$ cat src/rtl/fp32_dot_seq.sv
// Issue-side sequencer for a pipelined FP32 MAC: one operand pair in flight at a time, result on a valid/ready port.
// Optional bias pass through the MAC is enabled by defining FP32_DOT_BIAS_EN.
module fp32_dot_seq #(
  parameter int MAC_LAT  = 5,
  parameter int LEN_W    = 16,
  parameter int WDOG_CYC = 20
) (
  input  logic             clk,
  input  logic             rst,
  input  logic             cmd_valid,
  output logic             cmd_ready,
  input  logic [LEN_W-1:0] cmd_len,
  input  logic [31:0]      cmd_bias,
  input  logic             op_valid,
  output logic             op_ready,
  input  logic [31:0]      op_a,
  input  logic [31:0]      op_b,
  output logic             mac_valid,
  output logic [31:0]      mac_a,
  output logic [31:0]      mac_b,
  output logic [31:0]      mac_c,
  output logic             mac_use_acc,
  output logic             mac_clr_acc,
  input  logic             mac_valid_out,
  input  logic [31:0]      mac_y,
  output logic             res_valid,
  input  logic             res_ready,
  output logic [31:0]      res_data,
  output logic             res_err,
  output logic             busy
);

  localparam int          WD_W   = $clog2(WDOG_CYC + 1);
  localparam logic [31:0] FP_ONE = 32'h3F80_0000;

  // A watchdog shorter than the MAC latency would fire on every healthy op.
  if (WDOG_CYC <= MAC_LAT) begin : g_cfg_chk
    $error("fp32_dot_seq: WDOG_CYC must exceed MAC_LAT");
  end

  typedef enum logic [2:0] {
    S_IDLE, S_CLR, S_ISSUE, S_WAIT,
`ifdef FP32_DOT_BIAS_EN
    S_BIAS, S_BWAIT,
`endif
    S_DONE
  } state_t;

  state_t           state, state_nx;
  logic [LEN_W-1:0] rem;
  logic [WD_W-1:0]  wdog;
  logic [31:0]      result;
  logic             err;
  logic             wd_hit;

  assign wd_hit   = (wdog == WD_W'(WDOG_CYC));
  assign res_data = result;
  assign res_err  = err;
  assign busy     = (state != S_IDLE);

`ifdef FP32_DOT_BIAS_EN
  logic [31:0] bias_q;
  localparam state_t S_TAIL = S_BIAS;
`else
  logic unused_bias;
  assign unused_bias = ^cmd_bias;
  localparam state_t S_TAIL = S_DONE;
`endif

  always_ff @(posedge clk) begin
    if (rst) state <= S_IDLE;
    else     state <= state_nx;
  end

  always_comb begin
    state_nx    = state;
    cmd_ready   = 1'b0;
    op_ready    = 1'b0;
    mac_use_acc = 1'b0;
    mac_clr_acc = 1'b0;
    res_valid   = 1'b0;
    case (state)
      S_IDLE: begin
        cmd_ready = 1'b1;
        if (cmd_valid) state_nx = S_CLR;
      end
      S_CLR: begin
        mac_clr_acc = 1'b1;
        state_nx    = (rem != '0) ? S_ISSUE : S_TAIL;
      end
      S_ISSUE: begin
        op_ready    = 1'b1;
        mac_use_acc = 1'b1;
        if (op_valid) state_nx = S_WAIT;
      end
      S_WAIT: begin
        mac_use_acc = 1'b1;
        if (mac_valid_out) state_nx = (rem == LEN_W'(1)) ? S_TAIL : S_ISSUE;
        else if (wd_hit)   state_nx = S_DONE;
      end
`ifdef FP32_DOT_BIAS_EN
      S_BIAS:  state_nx = S_BWAIT;
      S_BWAIT: if (mac_valid_out || wd_hit) state_nx = S_DONE;
`endif
      S_DONE: begin
        res_valid = 1'b1;
        if (res_ready) state_nx = S_IDLE;
      end
      default: state_nx = S_IDLE;
    endcase
  end

  // Datapath: mac_* are registered so the issue pulse lands one cycle after the op handshake.
  always_ff @(posedge clk) begin
    if (rst) begin
      rem       <= '0;
      wdog      <= '0;
      result    <= '0;
      err       <= 1'b0;
      mac_valid <= 1'b0;
      mac_a     <= '0;
      mac_b     <= '0;
      mac_c     <= '0;
`ifdef FP32_DOT_BIAS_EN
      bias_q    <= '0;
`endif
    end else begin
      mac_valid <= 1'b0;
      case (state)
        S_IDLE: if (cmd_valid) begin
          rem    <= cmd_len;
          result <= '0;
          err    <= 1'b0;
`ifdef FP32_DOT_BIAS_EN
          bias_q <= cmd_bias;
`endif
        end
        S_ISSUE: if (op_valid) begin
          mac_a     <= op_a;
          mac_b     <= op_b;
          mac_c     <= '0;
          mac_valid <= 1'b1;
          wdog      <= '0;
        end
        S_WAIT: begin
          if (mac_valid_out) begin
            result <= mac_y;
            rem    <= rem - 1'b1;
          end else if (wd_hit) begin
            err <= 1'b1;
          end else begin
            wdog <= wdog + 1'b1;
          end
        end
`ifdef FP32_DOT_BIAS_EN
        // result*1.0 + bias, accumulator bypassed
        S_BIAS: begin
          mac_a     <= result;
          mac_b     <= FP_ONE;
          mac_c     <= bias_q;
          mac_valid <= 1'b1;
          wdog      <= '0;
        end
        S_BWAIT: begin
          if (mac_valid_out)  result <= mac_y;
          else if (wd_hit)    err    <= 1'b1;
          else                wdog   <= wdog + 1'b1;
        end
`endif
        default: ;
      endcase
    end
  end

endmodule

$ cat config.mk
export PLATFORM = sky130hd
export DESIGN_NAME = fp32_dot_seq
export DESIGN_NICKNAME = d
export VERILOG_FILES = /design/src/rtl/fp32_dot_seq.sv
export SDC_FILE = /design/constraint.sdc
export NUM_CORES = 1
export LEC_CHECK = 0
export CORE_MARGIN = 4
export CORE_UTILIZATION = 39
export DETAILED_ROUTE_END_ITERATION = 6
export PLACE_DENSITY = 0.86
export SLEW_MARGIN = 20
export SYNTH_ARGS = -nofsm -noshare
export SYNTH_HDL_FRONTEND = slang
export SYNTH_SLANG_ARGS = --single-unit
$ cat constraint.sdc
create_clock -name clk -period 2.2 [get_ports clk]
set_input_delay 0.22 -clock clk [delete_from_list [all_inputs] [get_ports clk]]
set_output_delay 0.22 -clock clk [all_outputs]
set_load 0.02 [all_outputs]
# After elaboration in Yosys (flattened, before gate mapping)
# Cells that the tools add are included.
dict set report totals {
  mem_bits_ro 0
  ramBits 0
  ff_bits 122
  elab_cells 65
  mem_count 0
  inputBits 150
  latch_bits 0
}
dict set report op_classes {
  magnitude_cmp 0
  n_eq_ne 14
  n_mux 28
  n_mul 0
  bitwise 1
  shift 0
  div 0
  reduce_logical 12
  add_sub_neg 2
}
# operator n
set ops {}
lappend ops {{$mux 32} 2}
lappend ops {{$pmux 32 s2} 1}
lappend ops {{$mux 16} 2}
lappend ops {{$pmux 16 s2} 1}
lappend ops {{$mux 3} 7}
lappend ops {{$eq 16x1->1 const B} 1}
lappend ops {{$reduce_bool 16->1} 1}
lappend ops {{$sub 16x1->16 const B} 1}
lappend ops {{$mux 5} 3}
lappend ops {{$pmux 3 s5} 1}
lappend ops {{$ne 2x2->1 const B} 7}
lappend ops {{$reduce_and 4->1} 3}
lappend ops {{$pmux 5 s2} 1}
lappend ops {{$mux 1} 9}
lappend ops {{$eq 3x2->1 const B} 2}
lappend ops {{$add 5x1->5 const B} 1}
lappend ops {{$eq 5x5->1 const B} 1}
lappend ops {{$reduce_bool 2->1} 2}
lappend ops {{$reduce_or 2->1} 2}
lappend ops {{$eq 3x1->1 const B} 1}
lappend ops {{$eq 3x3->1 const B} 1}
lappend ops {{$logic_not 3->1} 1}
lappend ops {{$ne 3x3->1 const B} 1}
lappend ops {{$reduce_and 3->1} 1}
lappend ops {{other kinds (4)} 4}

# Longest topological paths before layout
dict set report depth {
  depth_word 4
  mapped_depth 7
}

# Worst setup path after synthesis
# No wires, ideal clock.
dict set report synth_path {
  path_type {reg2reg}
  start {reg rem[0]}
  end {reg state[1]}
  t_required_ns 2.075
  setup_slack_ns 0.291
  arrival_ns 1.784
  period_less_slack_ns 1.909
  stages_incl_launch_ff 6
  path_cell_list {dfxtp_1 ha_1 or4b_2 o41ai_2 nor2_1 o41a_1}
}
dict set report synth_between {
  elab_chain_cells 4
  word_cells_on_any_way 6
  cone_classes {eq/ne (1); mux (4); reduce/logical (1)}
}
# element line_no
set synth_lines {}
lappend synth_lines {{start: declaration} 50} ;# logic [LEN_W-1:0] rem;
lappend synth_lines {{start signal: assignment} 131} ;# rem <= cmd_len;
lappend synth_lines {{start signal: assignment} 148} ;# rem <= rem - 1'b1;
lappend synth_lines {{$eq 16x1->1} 98} ;# if (mac_valid_out) state_nx = (rem == LEN_W'(1)) ? S_TAIL : S_ISSUE;
lappend synth_lines {{$mux 3 (2 in a row)} 98}
lappend synth_lines {{$pmux 3 s5 (*)} 82} ;# case (state)
lappend synth_lines {{end signal: assignment} 72} ;# else state <= state_nx;
lappend synth_lines {{end: declaration} 49} ;# state_t state, state_nx;
# Every way passes the cells marked *; elsewhere a longest branch is shown, timed or not.
# A chain may end at the register's enable or synchronous reset.

# Worst setup path after layout
dict set report layout_path {
  start {reg state[0]}
  end {out cmd_ready}
}
dict set report layout_between {
  elab_chain_cells 2
}
# element line_no
set layout_lines {}
lappend layout_lines {{$logic_not 3->1} 82}
lappend layout_lines {{$mux 1} 82}
lappend layout_lines {{end: declaration} 11} ;# output logic cmd_ready,
# Every way passes these cells.

==> impl_results.md <==
- Met1 GRT Util: 0.2259
- Synthesized area per cell: 7.806 um2
- Final instance area: 8358 um2
- Final GP Congestion: approximately 0.85
- Initial antenna violation count: 0
- Outcome: completed
- Ys async rst share: 0
- Clk pwr share: 0.426
- CTS max path bufs: 2
- Post-synth top area share: 0.4581
- Root Driver: clkbuf_16
- Synthesized instance count: about 680
- Top cells by area, synth: dfxtp_1 (46%), nand2_1 (12%), a21oi_1 (11%), buf_4 (4.5%), nand3_1 (4.1%)
- Core ar.: approximately 13000 um2
- ANT cells: 0
- TNS Setup: 0 ns
- Flop pwr share: 0.357
- PortBufs: 221
- Slew Limit Headroom: 0.6064
- Clk Latency, worst-skew pair: around 0.4 ns
- H-tree depth: 4
- Most used DFF post-synth: dfxtp_1
- First-pass GRT wire length: around 26000 um
- Setup Slack @ Placement: about 0.074 ns
- CP Data Arrival Time: around 1.9 ns
- DRT Pass-1 Iters: 4
- Met3 usage in global routing: 0.1081
- Die H: ~120 um
- CTS sink cnt: ~120
- CTS buffer count: 17
- Sequential-to-total area share from yosys stat: 0.4581
- Number of global-route vias before repair: around 5200
- TritonCTS clock tree: built
- 1st-iter DRT viols: about 250
- Global route overflow: 0
- Final Max Slew Viols: 0
- Crit Path Max Fanout: 10
- Largest net degree at the start of global routing: just under 80
- Flop2flop setup slack: about 0.17 ns
- Worst VDD drop: about 630 uV
- Max_cap viols: 0
- Tightest Pin Transition: a little under 0.6 ns
- Mapped Area: 5331 um2
- RSZ-0062 raised after global routing: false
- Critical path class: reg2out
- Min cycle time layout: ~2.1 ns
- Setup crit end kind: primary output
- Setup violators final: 0
- Total routed wirelength: 16550 um
- Layout area overhead: 56.77%
- Period utilization: 0.9417
- Int Power: approximately 5 mW
- Yosys warning count: 0
- Routed vias: roughly 5500
- Synth cell types: 59
- Initial Util: 0.4010
- Routing usage on met2: 0.3321
- Finished Core Util: 0.6286
- Pleak: 2.983 nW
- Placed inst area: approximately 7700 um2
- Dominant cell type by area after synthesis: dfxtp_1
- Final layout net count: between 1000 and 1500
- Hold Vio Cnt, Final: 0
- Sw Ratio: 0.2844
- Logic gate share of total power: 0.218
- Num rows: 42
- Clock skew: 0.006488 ns
- Pwr Total: 6.792 mW
- I/O pins: 286
- Gr busiest metal: met2
- Post-DRT Antenna Nets: 0
- Wire length per cell: roughly 15 um
- F_max: approximately 480 MHz
- Worst min path class: in2reg
- PD cells: 812.6 nW/um2
- Die width: approximately 120 um
- CTS Hold Bufs: 0
- Net switching power: slightly below 2 mW
- Remaining routing DRC violations: 0
- GRT Overall Usage: 0.2046
- Layout cell share with drive strength beyond 1: 0.08352
- WP data required: roughly 2.0 ns
- HPWL after DPL: 11710 um
- EDFF count, synth: 0
- Post-layout worst setup margin: 0.1283 ns
- Yosys reg bits: roughly 120
- Via density: 5.057
- Die area: 15610 um2
- Clock transition at path regs: 0.05 ns
- Startpoint types: flip-flop
==> layer usage <==
layer / vias to the layer above / part of all wire / wire (um)
met5: - / 0 / 0
met3: 30 / 0.12 / 1941
met2: 220 / 0.47 / 7844
li1: 2711 / - / -
met4: 0 / 0.024 / 400
met1: 2531 / 0.38 / 6368
==> final cells by class <==
| class | count | area [um2] |
|---|---|---|
| clock buffer | 20 | 456.7 |
| clock inverter | 12 | 163.9 |
| fill | 1087 | 4937 |
| inverter | 7 | 26.28 |
| multi-input combinational | 500 | 2565 |
| sequential | 122 | 2444 |
| tap | 176 | 220.2 |
| timing repair buffer | 249 | 2482 |
==> synth_stat cells, types with 2 or more instances <==
cell	n
nor2_1	16
nand3_1	44
o311ai_0	2
a21boi_0	2
or4_1	6
nand2b_1	6
ha_1	4
nand4b_1	4
dfxtp_1	122
clkbuf_1	38
nor4b_1	3
mux2i_1	4
nand3b_1	2
nor4_1	4
o31ai_1	2
or4b_2	2
buf_1	4
inv_1	7
nand4_1	3
nor3b_1	5
and2_1	4
buf_2	10
nor3_1	10
o22ai_1	2
buf_4	32
and3_1	3
a211oi_1	4
nand2_1	167
o21ai_0	16
a41oi_1	2
nor2b_1	2
or3_1	4
a21oi_1	121
==> power by group through the flow <==
stage               Clock, mW  Sequential, mW  Combinational (mW)
floorplan                   0            2.54               0.746
global placement            0            2.46                1.46
detailed placement          0            2.47                1.47
CTS                      2.94            2.42                1.48
global route             3.05            2.44                1.60
finish                   2.89            2.42                1.48
==> flip-flops by register name (all words and copies together), names as in the netlist <==
signal	count
res_data	32
res_err	1
mac_a	32
mac_b	32
state	3
wdog	5
mac_valid	1
rem	16
==> cells in the final DEF, fill, tap and decap left out, types with 5 or more instances in the layout <==
cell and n:
or4_1 6, dfxtp_1 121, nand2_1 167, buf_4 24
nor2_1 15, clkdlybuf4s50_1 217, conb_1 32, a21oi_1 120
nand2b_1 6, nor3_1 10, inv_1 7, buf_12 5
o21ai_0 16, nand3_1 43, clkbuf_16 17
==> what timing repair did <==
action	in CTS	in global routing
endpoints found under the setup margin	3	1
buffers inserted	0	0
gates cloned	0	0
gates resized for setup	5	1
==> path summary, 6_finish.rpt <==
path | from | to | cells after the start
worst max register to register | rem[5] | rem[11] | 4
worst max-delay path | state[0] | cmd_ready | 3
worst min register to register | res_data[27] | res_data[27] | 2
worst min-delay path | rst | res_err | 2
==> cells by family (layout without fill, tap and decap cells) <==
logic type / after synthesis / in the layout / share of synthesized area
fa+ha+maj: 4 / 4 / 0.009388
flops: 122 / 122 / 0.4581
buf+inv: 92 / 288 / 0.08989
simple gates: 296 / 296 / 0.2624
other cells: 1 / 32 / 0.0007034
mux: 5 / 5 / 0.009622
compound gates: 163 / 163 / 0.1699
==> worst max-delay path, cell delays in order, from the launching register on <==
cell and delay (ns):
dfxtp_1 0.37, buf_4 0.20, nor3_1 0.22, clkdlybuf4s50_1 0.65
==> metrics by stage <==
| stage | hold slack, ns | cells |
|---|---|---|
| global placement | 0.4374 | 1054 |
| detailed placement | 0.4428 | 1054 |
| finish | 0.1247 | 1086 |
| global route | 0.1092 | 1086 |
| CTS | 0.09554 | 1086 |
| floorplan | 0.3560 | 714 |
Power figures use the tool's default switching activity.
